File: src/rtl/rex_pkg.sv
// -----------------------------------------------------------------------------
// rex_pkg
// Shared definitions for the Rex Runner game sequencer and pixel decider.
//   - game_state_t : state encodings driven on game_state
//   - geometry     : rex and obstacle box sizes, screen height
//   - satInc16     : saturating 16-bit increment used for the score
// -----------------------------------------------------------------------------
package rex_pkg;

   typedef enum logic [1:0] {
      ST_IDLE = 2'd0,
      ST_RUN  = 2'd1,
      ST_OVER = 2'd2
   } game_state_t;

   localparam int REX_LEFT = 8;
   localparam int REX_W    = 24;
   localparam int REX_H    = 23;
   localparam int OBST_W   = 16;
   localparam int OBST_H   = 22;
   localparam int SCREEN_H = 64;

   // Score sticks at all-ones instead of wrapping back to zero
   function automatic logic [15:0] satInc16(input logic [15:0] v);
      return (v == 16'hFFFF) ? v : v + 16'd1;
   endfunction

endpackage

File: src/rtl/rex_btn_edge.sv
// -----------------------------------------------------------------------------
// rex_btn_edge
// Brings the raw jump button into the clk domain and turns each press into a
// single-cycle pulse. The pulse appears 3 clk after the raw rising edge
// (two synchronizer flops, then a registered edge detect).
// Ports:
//   clk     in   system clock
//   rstn    in   asynchronous active-low reset
//   i_btn   in   raw asynchronous button, active-high
//   o_press out  one-cycle press pulse
// -----------------------------------------------------------------------------
module rex_btn_edge (
   input  logic clk,
   input  logic rstn,
   input  logic i_btn,
   output logic o_press
);

   logic r_sync1;
   logic r_sync2;
   logic r_prev;
   logic r_press;

   // Two-flop synchronizer followed by a registered rising-edge detector;
   // r_prev holds the previous synchronized level so a held button fires once.
   always_ff @(posedge clk or negedge rstn) begin
      if (!rstn) begin
         r_sync1 <= 1'b0;
         r_sync2 <= 1'b0;
         r_prev  <= 1'b0;
         r_press <= 1'b0;
      end else begin
         r_sync1 <= i_btn;
         r_sync2 <= r_sync1;
         r_prev  <= r_sync2;
         r_press <= r_sync2 & ~r_prev;
      end
   end

   assign o_press = r_press;

endmodule

File: src/rtl/rex_game_ctrl.sv
// -----------------------------------------------------------------------------
// rex_game_ctrl
// Per-frame game sequencer for Rex Runner: game state machine, rex jump
// physics, obstacle scrolling/respawn, collision detection and score. All game
// updates happen on frame_tick while running and land one clk later.
// Ports:
//   clk           in   system clock
//   rstn          in   asynchronous active-low reset
//   frame_tick    in   one-cycle pulse per frame
//   btn_jump      in   raw asynchronous jump button, active-high
//   rex_down      out  rex bottom y, 0 = ground
//   obstacle_left out  obstacle left x, two's complement
//   game_state    out  0 = IDLE, 1 = RUN, 2 = OVER
//   score         out  obstacles cleared, saturating
// Build option:
//   REX_SPEEDUP_EN  when defined, obstacle speed grows by one every 8 points,
//                   capped at MAX_SPEED; otherwise speed is fixed at SPEED.
// -----------------------------------------------------------------------------
module rex_game_ctrl
   import rex_pkg::*;
#(
   parameter int SCREEN_W  = 128,
   parameter int SPEED     = 4,
   parameter int MAX_SPEED = 8,
   parameter int JUMP_V    = 8,
   parameter int GRAVITY   = 1
) (
   input  logic        clk,
   input  logic        rstn,
   input  logic        frame_tick,
   input  logic        btn_jump,
   output logic [15:0] rex_down,
   output logic [15:0] obstacle_left,
   output logic [1:0]  game_state,
   output logic [15:0] score
);

   // Obstacle leaves the screen once fully left of x = 0; collision box edges
   // follow from the rex occupying x [REX_LEFT, REX_LEFT+REX_W).
   localparam logic signed [15:0] OBS_GONE_X = 16'(-OBST_W);
   localparam logic signed [15:0] HIT_X_HI   = 16'(REX_LEFT + REX_W);
   localparam logic signed [15:0] HIT_X_LO   = 16'(REX_LEFT - OBST_W);
   localparam logic [15:0]        HIT_Y      = 16'(OBST_H);

   game_state_t        r_state;
   logic [15:0]        r_rex;
   logic signed [7:0]  r_vel;
   logic signed [15:0] r_obs;
   logic [15:0]        r_score;
   logic               r_jumpPend;

   logic               w_press;
   logic [15:0]        w_speed;
   logic signed [7:0]  w_velEff;
   logic signed [16:0] w_nrex;
   logic [15:0]        w_rexNext;
   logic signed [7:0]  w_velNext;
   logic signed [15:0] w_nobs;
   logic signed [15:0] w_obsNext;
   logic [15:0]        w_scoreNext;
   logic               w_hit;

   rex_btn_edge u_btn (
      .clk     (clk),
      .rstn    (rstn),
      .i_btn   (btn_jump),
      .o_press (w_press)
   );

`ifdef REX_SPEEDUP_EN
   logic [16:0] w_rawSpeed;

   // One extra pixel per frame for every 8 points, clamped at the ceiling
   assign w_rawSpeed = 17'(SPEED) + {4'd0, r_score[15:3]};
   assign w_speed    = (w_rawSpeed > 17'(MAX_SPEED)) ? 16'(MAX_SPEED) : w_rawSpeed[15:0];
`else
   // Fixed speed; the ceiling only matters if SPEED was set above it
   localparam int BASE_SPEED = (SPEED < MAX_SPEED) ? SPEED : MAX_SPEED;
   assign w_speed = 16'(BASE_SPEED);
`endif

   // Next-frame physics, evaluated every cycle and committed only on a tick.
   // A press in the tick cycle counts as pending so it is not lost.
   always_comb begin
      w_velEff = r_vel;
      if ((r_jumpPend || w_press) && (r_rex == 16'd0) && (r_vel == 8'sd0)) begin
         w_velEff = 8'(JUMP_V);
      end

      w_nrex = $signed({1'b0, r_rex}) + 17'(w_velEff);
      if (w_nrex <= 17'sd0) begin
         w_rexNext = 16'd0;
         w_velNext = 8'sd0;
      end else begin
         w_rexNext = w_nrex[15:0];
         w_velNext = w_velEff - 8'(GRAVITY);
      end

      w_nobs      = r_obs - $signed(w_speed);
      w_obsNext   = w_nobs;
      w_scoreNext = r_score;
      if (w_nobs <= OBS_GONE_X) begin
         w_obsNext   = 16'(SCREEN_W);
         w_scoreNext = satInc16(r_score);
      end

      w_hit = (w_obsNext < HIT_X_HI) && (w_obsNext > HIT_X_LO) && (w_rexNext < HIT_Y);
   end

   // Game state machine. IDLE and OVER wait for a press and freeze everything;
   // RUN latches presses as a pending jump and applies the frame update on tick,
   // dropping into OVER with the colliding positions kept on screen.
   always_ff @(posedge clk or negedge rstn) begin
      if (!rstn) begin
         r_state    <= ST_IDLE;
         r_rex      <= 16'd0;
         r_vel      <= 8'sd0;
         r_obs      <= 16'(SCREEN_W);
         r_score    <= 16'd0;
         r_jumpPend <= 1'b0;
      end else begin
         unique case (r_state)
            ST_IDLE, ST_OVER: begin
               if (w_press) begin
                  r_state    <= ST_RUN;
                  r_rex      <= 16'd0;
                  r_vel      <= 8'sd0;
                  r_obs      <= 16'(SCREEN_W);
                  r_score    <= 16'd0;
                  r_jumpPend <= 1'b0;
               end
            end
            ST_RUN: begin
               if (frame_tick) begin
                  r_rex      <= w_rexNext;
                  r_vel      <= w_velNext;
                  r_obs      <= w_obsNext;
                  r_score    <= w_scoreNext;
                  r_jumpPend <= 1'b0;
                  if (w_hit) begin
                     r_state <= ST_OVER;
                  end
               end else if (w_press) begin
                  r_jumpPend <= 1'b1;
               end
            end
            default: begin
               r_state <= ST_IDLE;
            end
         endcase
      end
   end

   assign rex_down      = r_rex;
   assign obstacle_left = r_obs;
   assign game_state    = r_state;
   assign score         = r_score;

endmodule

File: config.mk
export PLATFORM = sky130hd
export DESIGN_NAME = rex_game_ctrl
export DESIGN_NICKNAME = d
export VERILOG_FILES = /design/src/rtl/rex_pkg.sv /design/src/rtl/rex_btn_edge.sv /design/src/rtl/rex_game_ctrl.sv
export SDC_FILE = /design/constraint.sdc
export NUM_CORES = 1
export LEC_CHECK = 0
export CAP_MARGIN = 20
export CORE_ASPECT_RATIO = 0.8
export CORE_MARGIN = 5
export CORE_UTILIZATION = 45
export CTS_CLUSTER_SIZE = 10
export DETAILED_ROUTE_END_ITERATION = 6
export PLACE_DENSITY = 0.66
export SLEW_MARGIN = 20
export SYNTH_ARGS = -nofsm -noshare
export SYNTH_HDL_FRONTEND = slang
export SYNTH_HIERARCHICAL = 1
export SYNTH_SLANG_ARGS = --single-unit
File: constraint.sdc
create_clock -name clk -period 4.51 [get_ports clk]
set_input_delay 1.1275 -clock clk [delete_from_list [all_inputs] [get_ports clk]]
set_output_delay 1.1275 -clock clk [all_outputs]
set_load 0.02 [all_outputs]
Word level (Yosys, flattened, before mapping)
Index checks and enable logic that the tools add are counted.
W data, S select, Z words.
- flip-flop bits (word level): 63
- output and inout bits: 50
- memories: 0
- memory bits (writable): 0
- bits in read-only memories: 0
- bits in latches: 0
- input port bits: 4
- $mul: 0
- $add $sub $neg: 4
- equal/unequal tests: 9
- reductions and logical operators: 14
- multiplexer cells: 25
- shifts and indexed selects: 0
- bitwise logic cells: 2
- $lt $le $gt $ge: 5
- divide/modulo/power cells: 0
- operator list (operator ; count):
    $mux W16 ; 9
    $pmux W16 S2 ; 3
    $mux W8 ; 4
    $add A17 B8 Y17 ; 1
    $le A17 B1 Y1 const B ; 1
    $add A16 B1 Y16 const B ; 1
    $eq A16 B16 Y1 const B ; 1
    $gt A16 B4 Y1 const B ; 1
    $le A16 B5 Y1 const B ; 1
    $logic_not A16 Y1 ; 1
    $lt A16 B5 Y1 const B ; 1
    $lt A16 B7 Y1 const B ; 1
    $pmux W8 S2 ; 1
    $sub A16 B4 Y16 const B ; 1
    $reduce_and A3 Y1 ; 3
    $logic_not A8 Y1 ; 1
    $ne A2 B2 Y1 const B ; 4
    $sub A8 B2 Y8 const B ; 1
    $mux W2 ; 3
    $reduce_and A5 Y1 ; 1
    $logic_and A1 B1 Y1 ; 4
    $pmux W2 S2 ; 1
    $mux W1 ; 3
    $ne A3 B2 Y1 const B ; 1
    other kinds (10) ; 10

Depth between registers and ports, before layout
Gate-level depths: netlist of the first run.
- depth in word-level cells: 12
- depth in mapped cells: 14
- gate-level depth less buffers: 12

By module
Netlist of the first run, hierarchy kept.
- by module, submodules not included (module ; cells each ; instances ; area each (µm²) ; seq. area each (µm²)):
    rex_game_ctrl ; 529 ; 1 ; 4486.8 ; 1477.7
    rex_btn_edge ; 5 ; 1 ; 113.9 ; 100.1

Worst setup path after synthesis of the first run
Ideal clock, no wire load.
- path kind: register -> register
- start point: register r_rex[14] (netlist: rex_down[14])
- end point: register r_state[0] (netlist: game_state[0])
- data arrival time: 3.380 ns
- setup slack: 1.010 ns
- stages on the path, launching flop included: 13
- path buffers: 0
- clock period less this slack: 3.500 ns
- library setup time: 0.120 ns
- cell sequence: dfrtp_1 -> nor4_1 -> o2111ai_1 -> o31ai_1 -> ha_1 -> o211a_1 -> o31ai_1 -> a21boi_0 -> nor3_1 -> xnor2_1 -> or4_1 -> nand4b_1 -> a31o_1
- cells in the longest elaborated chain, start to end: 11
- RTL lines (item ; RTL line ; source):
    start: declaration ; rex_game_ctrl.sv:46 ; logic [15:0] r_rex;
    start signal: assignment ; rex_game_ctrl.sv:135 ; r_rex <= w_rexNext;
    $logic_not A16 Y1 ; rex_game_ctrl.sv:86 ; if ((r_jumpPend || w_press) && (r_rex == 16'd0) && (r_vel == 8'sd0)) begin
    $logic_and A1 B1 Y1 (2 in series) ; rex_game_ctrl.sv:86 ;
    $mux W8 ; rex_game_ctrl.sv:86 ;
    $add A17 B8 Y17 * ; rex_game_ctrl.sv:90 ; w_nrex = $signed({1'b0, r_rex}) + 17'(w_velEff);
    $le A17 B1 Y1 ; rex_game_ctrl.sv:91 ; if (w_nrex <= 17'sd0) begin
    $mux W16 * ; rex_game_ctrl.sv:91 ;
    $lt A16 B5 Y1 * ; rex_game_ctrl.sv:107 ; w_hit = (w_obsNext < HIT_X_HI) && (w_obsNext > HIT_X_LO) && (w_rexNext < HIT_Y);
    $logic_and A1 B1 Y1 * ; rex_game_ctrl.sv:107 ;
    $ne A2 B2 Y1 (no source line) * ; n/a ;
    $reduce_and A3 Y1 (no source line) * ; n/a ;
    end signal: assignment ; rex_game_ctrl.sv:115 ; r_state <= ST_IDLE;
    end signal: assignment ; rex_game_ctrl.sv:125 ; r_state <= ST_RUN;
    end signal: assignment ; rex_game_ctrl.sv:141 ; r_state <= ST_OVER;
    end: declaration ; rex_game_ctrl.sv:45 ; game_state_t r_state;
Mark *: on every way between the ends. The rest lies on a longest branch, timed or not.
A chain may end at the register's enable or synchronous reset.

Worst setup path after layout of the first run
- start point: register r_rex[14] (netlist: rex_down[14])
- end point: register r_vel[3]
- cells in the longest elaborated chain, start to end: 9
- elaborated cells between the ends (all ways): 10
- RTL lines (item ; RTL line ; source):
    $logic_not A16 Y1 ; rex_game_ctrl.sv:86 ;
    $logic_and A1 B1 Y1 (2 in series) ; rex_game_ctrl.sv:86 ;
    $mux W8 ; rex_game_ctrl.sv:86 ;
    $add A17 B8 Y17 ; rex_game_ctrl.sv:90 ;
    $le A17 B1 Y1 ; rex_game_ctrl.sv:91 ;
    $mux W8 * ; rex_game_ctrl.sv:91 ;
    $mux W8 * ; rex_game_ctrl.sv:134 ; if (frame_tick) begin
    $pmux W8 S2 * ; rex_game_ctrl.sv:122 ; unique case (r_state)
    end signal: assignment ; rex_game_ctrl.sv:136 ; r_vel <= w_velNext;
    end: declaration ; rex_game_ctrl.sv:47 ; logic signed [7:0] r_vel;
Mark *: on every way between the ends. The rest lies on a longest branch, timed or not. The select of a mux whose other input is x is not followed.

==> results of run 1 <==
## area by class of cell
type | count | area, um2
clock buffer | 12 | 236
clock inverter | 4 | 70.1
fill | 932 | 4640
inverter | 15 | 56.3
multi-input combinational | 423 | 2800
sequential | 63 | 1580
tap | 140 | 175
timing repair buffer | 58 | 566
## sequential cells by signal, indices dropped and copies added (netlist names)
register	count
u_btn/r_prev	1
obstacle_left	16
u_btn/r_sync1	1
u_btn/o_press	1
r_vel	8
score	16
r_jumpPend	1
rex_down	16
game_state	2
u_btn/r_sync2	1
## critical path, delay by kind of cell (launching register included)
family / cells / cell delay, ps
AND/OR/NAND/NOR: 4 / 1280
adder cells (fa/ha/maj): 1 / 370
AO/OA/AOI/OAI: 7 / 1930
flip-flops: 1 / 440
## path summary, 6_finish.rpt
path	slack [ps]	start	depth (start not counted)	endpoint
worst max register to register	350	rex_down[14]	12	r_vel[3]
max in group asynchronous	3000	rstn	2	rex_down[10]
worst max-delay path	350	rex_down[14]	12	r_vel[3]
worst min register to register	350	u_btn/r_sync1	0	u_btn/r_sync2
min in group asynchronous	790	rstn	1	rex_down[14]
worst min-delay path	350	u_btn/r_sync1	0	u_btn/r_sync2
## layout by cell type, fill, tap and decap left out, types with 7 or more instances in the layout
master,instances
or4_1,9
nor3_1,21
xnor2_1,7
nor4_1,11
inv_1,15
xor2_1,7
o31ai_1,12
dfrtp_1,62
a21o_1,14
clkdlybuf4s50_1,52
nand3_1,15
o22ai_1,7
o211ai_1,8
nor2_1,25
a21oi_1,37
ha_1,20
clkbuf_16,9
nand2b_1,11
o21ai_0,31
nand2_1,53
and2_1,13
and3_1,8
nand4_1,8
a22o_1,11
## where the power goes
part	internal [W]	switching, W
sequential	0.000730	0.000276
combinational	0.000892	0.00131
clock	0.000482	0.000243
total	0.00210	0.00183
## through the flow
stage               area [um2]  cells  power (W)  worst slack [ps]
finish                    5480    715    0.00394               348
global route              5480    715    0.00421              50.3
CTS                       5470    715    0.00391               285
detailed placement        5160    699    0.00316               365
global placement          5160    699    0.00314               513
floorplan                 4600    534    0.00250              1010
## logic make-up after synthesis
family | share of synthesized area [%]
simple gates | 26.5
mux | 1.55
buf+inv | 5.00
fa+ha+maj | 5.87
compound gates | 24.1
xor+xnor | 2.67
flops | 34.3
## metal layers
metal / vias up / global-route usage (%)
li1: 2090 / -
met4: 0 / 4.60
met1: 2125 / 31.7
met5: - / 0
met3: 11 / 4.51
met2: 147 / 32.4
## what timing repair did
| action | CTS | global route |
|---|---|---|
| setup buffers | 0 | 0 |
| hold buffers | 0 | 0 |
| setup endpoints to repair | 0 | 5 |
| gates resized for setup | 0 | 1 |
==> impl_metrics.tcl, run 1 <==
set metrics [dict create \
    cts_buffers 9 \
    synth_common_cells "dfrtp_1, nand2_1, a21oi_1, o21ai_0, nor2_1" \
    netlist_area_mm2 0.00460 \
    maxCapViolCount 0 \
    highest_layer "met4" \
    period_minus_slack_ps 4160 \
    cts_num_sinks 63 \
    clockBufferDepth 2 \
    overflow 0 \
    port-buffer-count 53 \
    holdCritPathClass "reg -> reg" \
    dr_wl_met3_um 777 \
    wl_met2_um 5790 \
    fin_worst_skew_ps 5.27 \
    cts_root_buf "clkbuf_16" \
    avgSynthCellArea_um2 8.62 \
    synth_most_common_cell "dfrtp_1" \
    drtIter0Drc 302 \
    synthFlopType "dfrtp_1" \
    power_leakage_nw 2.30 \
    core_mm2 0.0101 \
    ys_types 66 \
    period_share_pct 92.3 \
    wirelength_um 12900 \
    final_max_slew_viol_count 0 \
    path_cells "nor4_1 -> o2111ai_1 -> o31ai_1 -> ha_1 -> o211ai_1 -> o21ai_0 -> and2_1 -> o41ai_1 -> nor2_1 -> or4_1 -> o21ai_2 -> o22ai_1" \
    hold_viol_final 0 \
    clk_pin_slew_worst_paths_ps 50 \
    start_util_pct 45.5 \
    cp-start-kind "flop" \
    die_h_um 100 \
    worstPathArrival_ps 4340 \
    worstSetupEndpointType "flop" \
    grt_max_degree 43 \
    ant_nets 0 \
    antenna_found_initial 0 \
    rsz0062_at_grt "false" \
    die_x_um 123 \
    worstMarginPinSlew_ps 916 \
    clk_latency_ps 320 \
    synth_top_area_cell "dfrtp_1" \
    boundaryPins 54 \
    setup_tns_ps 0 \
    slowest_delay_ps 500 \
    synth-seq-area-share_pct 34.3 \
    setup_viol 0 \
    dp_hpwl_um 9280 \
    netlist_instances 534 \
    worstPathRequired_ps 4690 \
    wl_met1_um 6170 \
    grt_pass1_vias 4147 \
    max_freq_mhz 240 \
    antenna_cells 0 \
    grt_pass1_wl_um 21200 \
    drt_pass1_iterations 5 \
    wire_per_inst_um 18.0 \
    yosysTopAreaCellShare_pct 33.7 \
    num_vias 4373 \
    crit_path_top_delay_cell "or4_1" \
    ys_warn_count 6 \
    avgViaCountPerCell 6.12 \
    hold_ws_ps 347 \
    syn-num-nets 559 \
    cts_tree "built" \
    synth_edf_count 0 \
    die_area_mm2 0.0124 \
    power_density_mw_per_mm2 719 \
    ys_seq_elements 63 \
    route.detailed.drc 0 \
    cts_max_level 3 \
    crit_type "reg -> reg" \
    ys_top_cells_by_area "dfrtp_1, ha_1, nand2_1" \
    post-route-util_pct 54.1 \
    crit_fanout 5 \
    ir_drop_uv 406 \
    layout.nets 595 \
    slew_headroom_pct 38.9 \
    async_reset_ff_share_pct 100 \
    gp_congestion 0.959 \
    drive_gt1_share_pct 6.61 \
    grt_usage_pct 21.4 \
    rows 33 \
    area_growth_pct 19.1 \
    status "finished clean" \
]
Power figures use the tool's default switching activity.
==> run 2, diff against run 1 <==
- MAX_ROUTING_LAYER: default -> met4
==> run 2 against run 1 <==
  * Clock skew is essentially flat
  * Utilization increased by 0.19 points
  * Non-clock buffer count stayed put
  * Die area did not move
  * Register-to-register slack is essentially flat
  * Critical endpoint is now game_state[0]
==> impl_metrics.tcl, run 2 (synthesis results as in run 1) <==
set metrics [dict create \
    status "finished clean" \
    cts_num_sinks 63 \
    endpoint "game_state[0]" \
    area_growth_pct 19.5 \
    wirelength_um 13000 \
    setup_tns_ps 0 \
    period_share_pct 92.2 \
    clk_pin_slew_worst_paths_ps 60 \
    dp_hpwl_um 9460 \
    slew_headroom_pct 38.6 \
    reg2reg_depth 12 \
    die_h_um 100 \
    holdCritPathClass "reg -> reg" \
    cts_tree "built" \
    rsz0062_at_grt "false" \
    drtIter0Drc 323 \
    core_mm2 0.0101 \
    r2r_start "rex_down[14]" \
    avgViaCountPerCell 6.16 \
    rows 33 \
    clockBufferDepth 2 \
    boundaryPins 54 \
    crit_type "reg -> reg" \
    layout_commonest_cell "dfrtp_1" \
    max_freq_mhz 240 \
    hold_viol_final 0 \
    slowest_delay_ps 600 \
    crit_top_cell "o31ai_1" \
    postCtsSetupBuffers 0 \
    final_max_slew_viol_count 0 \
    setup_viol 0 \
    reg2reg_setup_slack_ps 350 \
    overflow 0 \
    cts_root_buf "clkbuf_16" \
    worstSetupEndpointType "flop" \
    antenna_cells 0 \
    reg2reg_to "game_state[0]" \
    hp-start "u_btn/r_sync1" \
    antenna_found_initial 0 \
    crit_path_top_delay_cell "or4_1" \
    port-buffer-count 53 \
    wire_per_inst_um 18.1 \
    cp-start-kind "flop" \
    grt_pass1_wl_um 21500 \
    cts_buffers 9 \
    num_vias 4407 \
    ir_drop_uv 451 \
    layout.nets 595 \
    worstPathArrival_ps 4390 \
    period_minus_slack_ps 4160 \
    crit_fanout 4 \
    cts_max_level 3 \
    gp_congestion 0.971 \
    path_cells "nor4_1 -> o2111ai_1 -> o31ai_1 -> ha_1 -> o211a_1 -> o31ai_1 -> a21boi_0 -> nor3_1 -> xnor2_1 -> or4_1 -> nand4b_1 -> a31o_1" \
    grt_max_degree 43 \
    worstPathRequired_ps 4740 \
    power_density_mw_per_mm2 723 \
    hold_ws_ps 355 \
    worstMarginPinSlew_ps 921 \
    drt_pass1_iterations 5 \
    grt_usage_pct 22.7 \
    clk_latency_ps 340 \
    fin_worst_skew_ps 5.73 \
    die_area_mm2 0.0124 \
    die_x_um 123 \
    route.detailed.drc 0 \
    ant_nets 0 \
    drive_gt1_share_pct 6.78 \
    grt_pass1_vias 4160 \
    crit_start "rex_down[14]" \
    layout_common_cells "dfrtp_1, nand2_1, clkdlybuf4s50_1" \
    start_util_pct 45.5 \
    maxCapViolCount 0 \
    power_leakage_nw 2.31 \
]
-- run 2: final cells by class --
cell class                      count  area (um2)
Clock buffer                       13         260
Clock inverter                      3        65.1
Fill cell                         953        4620
Inverter                           15        56.3
Multi-Input combinational cell    423        2800
Sequential cell                    63        1580
Tap cell                          140         175
Timing Repair Buffer               58         566
-- run 2: what timing repair did --
| action | 4_1_cts | 5_1_grt |
|---|---|---|
| resized for setup | 0 | 1 |
| setup endpoints to repair | 0 | 5 |
| hold buffers | 0 | 0 |
-- run 2: worst max-delay path, delay by kind of cell (launching register included) --
family / cells / cell delay, ps
DFF: 1 / 450
AOI/OAI and AO/OA: 6 / 1540
and+or+nand+nor: 4 / 1560
xor gates and xnor gates: 1 / 130
adders and majority gates: 1 / 360
-- run 2: worst min path at each step --
stage | endpoint | slack, ps | depth (start not counted)
floorplan | u_btn/r_sync2 | 330 | 0
global placement | u_btn/r_sync2 | 340 | 0
detailed placement | u_btn/r_sync2 | 350 | 0
CTS | u_btn/r_sync2 | 360 | 0
global route | u_btn/r_sync2 | 370 | 0
finish | u_btn/r_sync2 | 360 | 0
-- run 2: report_power, final --
part	switching [W]	internal, W	total, W
Sequential	0.000275	0.000729	0.00100
Clock	0.000255	0.000513	0.000768
Combinational	0.00131	0.000892	0.00220
Total	0.00184	0.00213	0.00397
-- run 2: per-stage QoR --
| step | total power, W | setup slack, ps | area [um2] | util [%] | cells |
|---|---|---|---|---|---|
| global route | 0.00427 | 52.5 | 5500 | 54.3 | 715 |
| finish | 0.00397 | 351 | 5500 | 54.3 | 715 |
| CTS | 0.00396 | 293 | 5490 | 54.3 | 715 |
| detailed placement | 0.00317 | 316 | 5160 | 51.1 | 699 |
| global placement | 0.00315 | 457 | 5160 | 51.1 | 699 |
| floorplan | 0.00250 | 1010 | 4600 | - | 534 |
-- run 2: routing by layer --
| metal | GRT usage [%] | wire (um) | share of wire (%) | vias to the layer above |
|---|---|---|---|---|
| li1 | - | - | - | 2091 |
| met4 | 6.64 | 210 | 1.6 | 0 |
| met2 | 32.2 | 5690 | 44 | 144 |
| met1 | 32.5 | 6320 | 49 | 2153 |
| met3 | 4.85 | 741 | 5.7 | 19 |
| met5 | - | 0 | 0 | - |
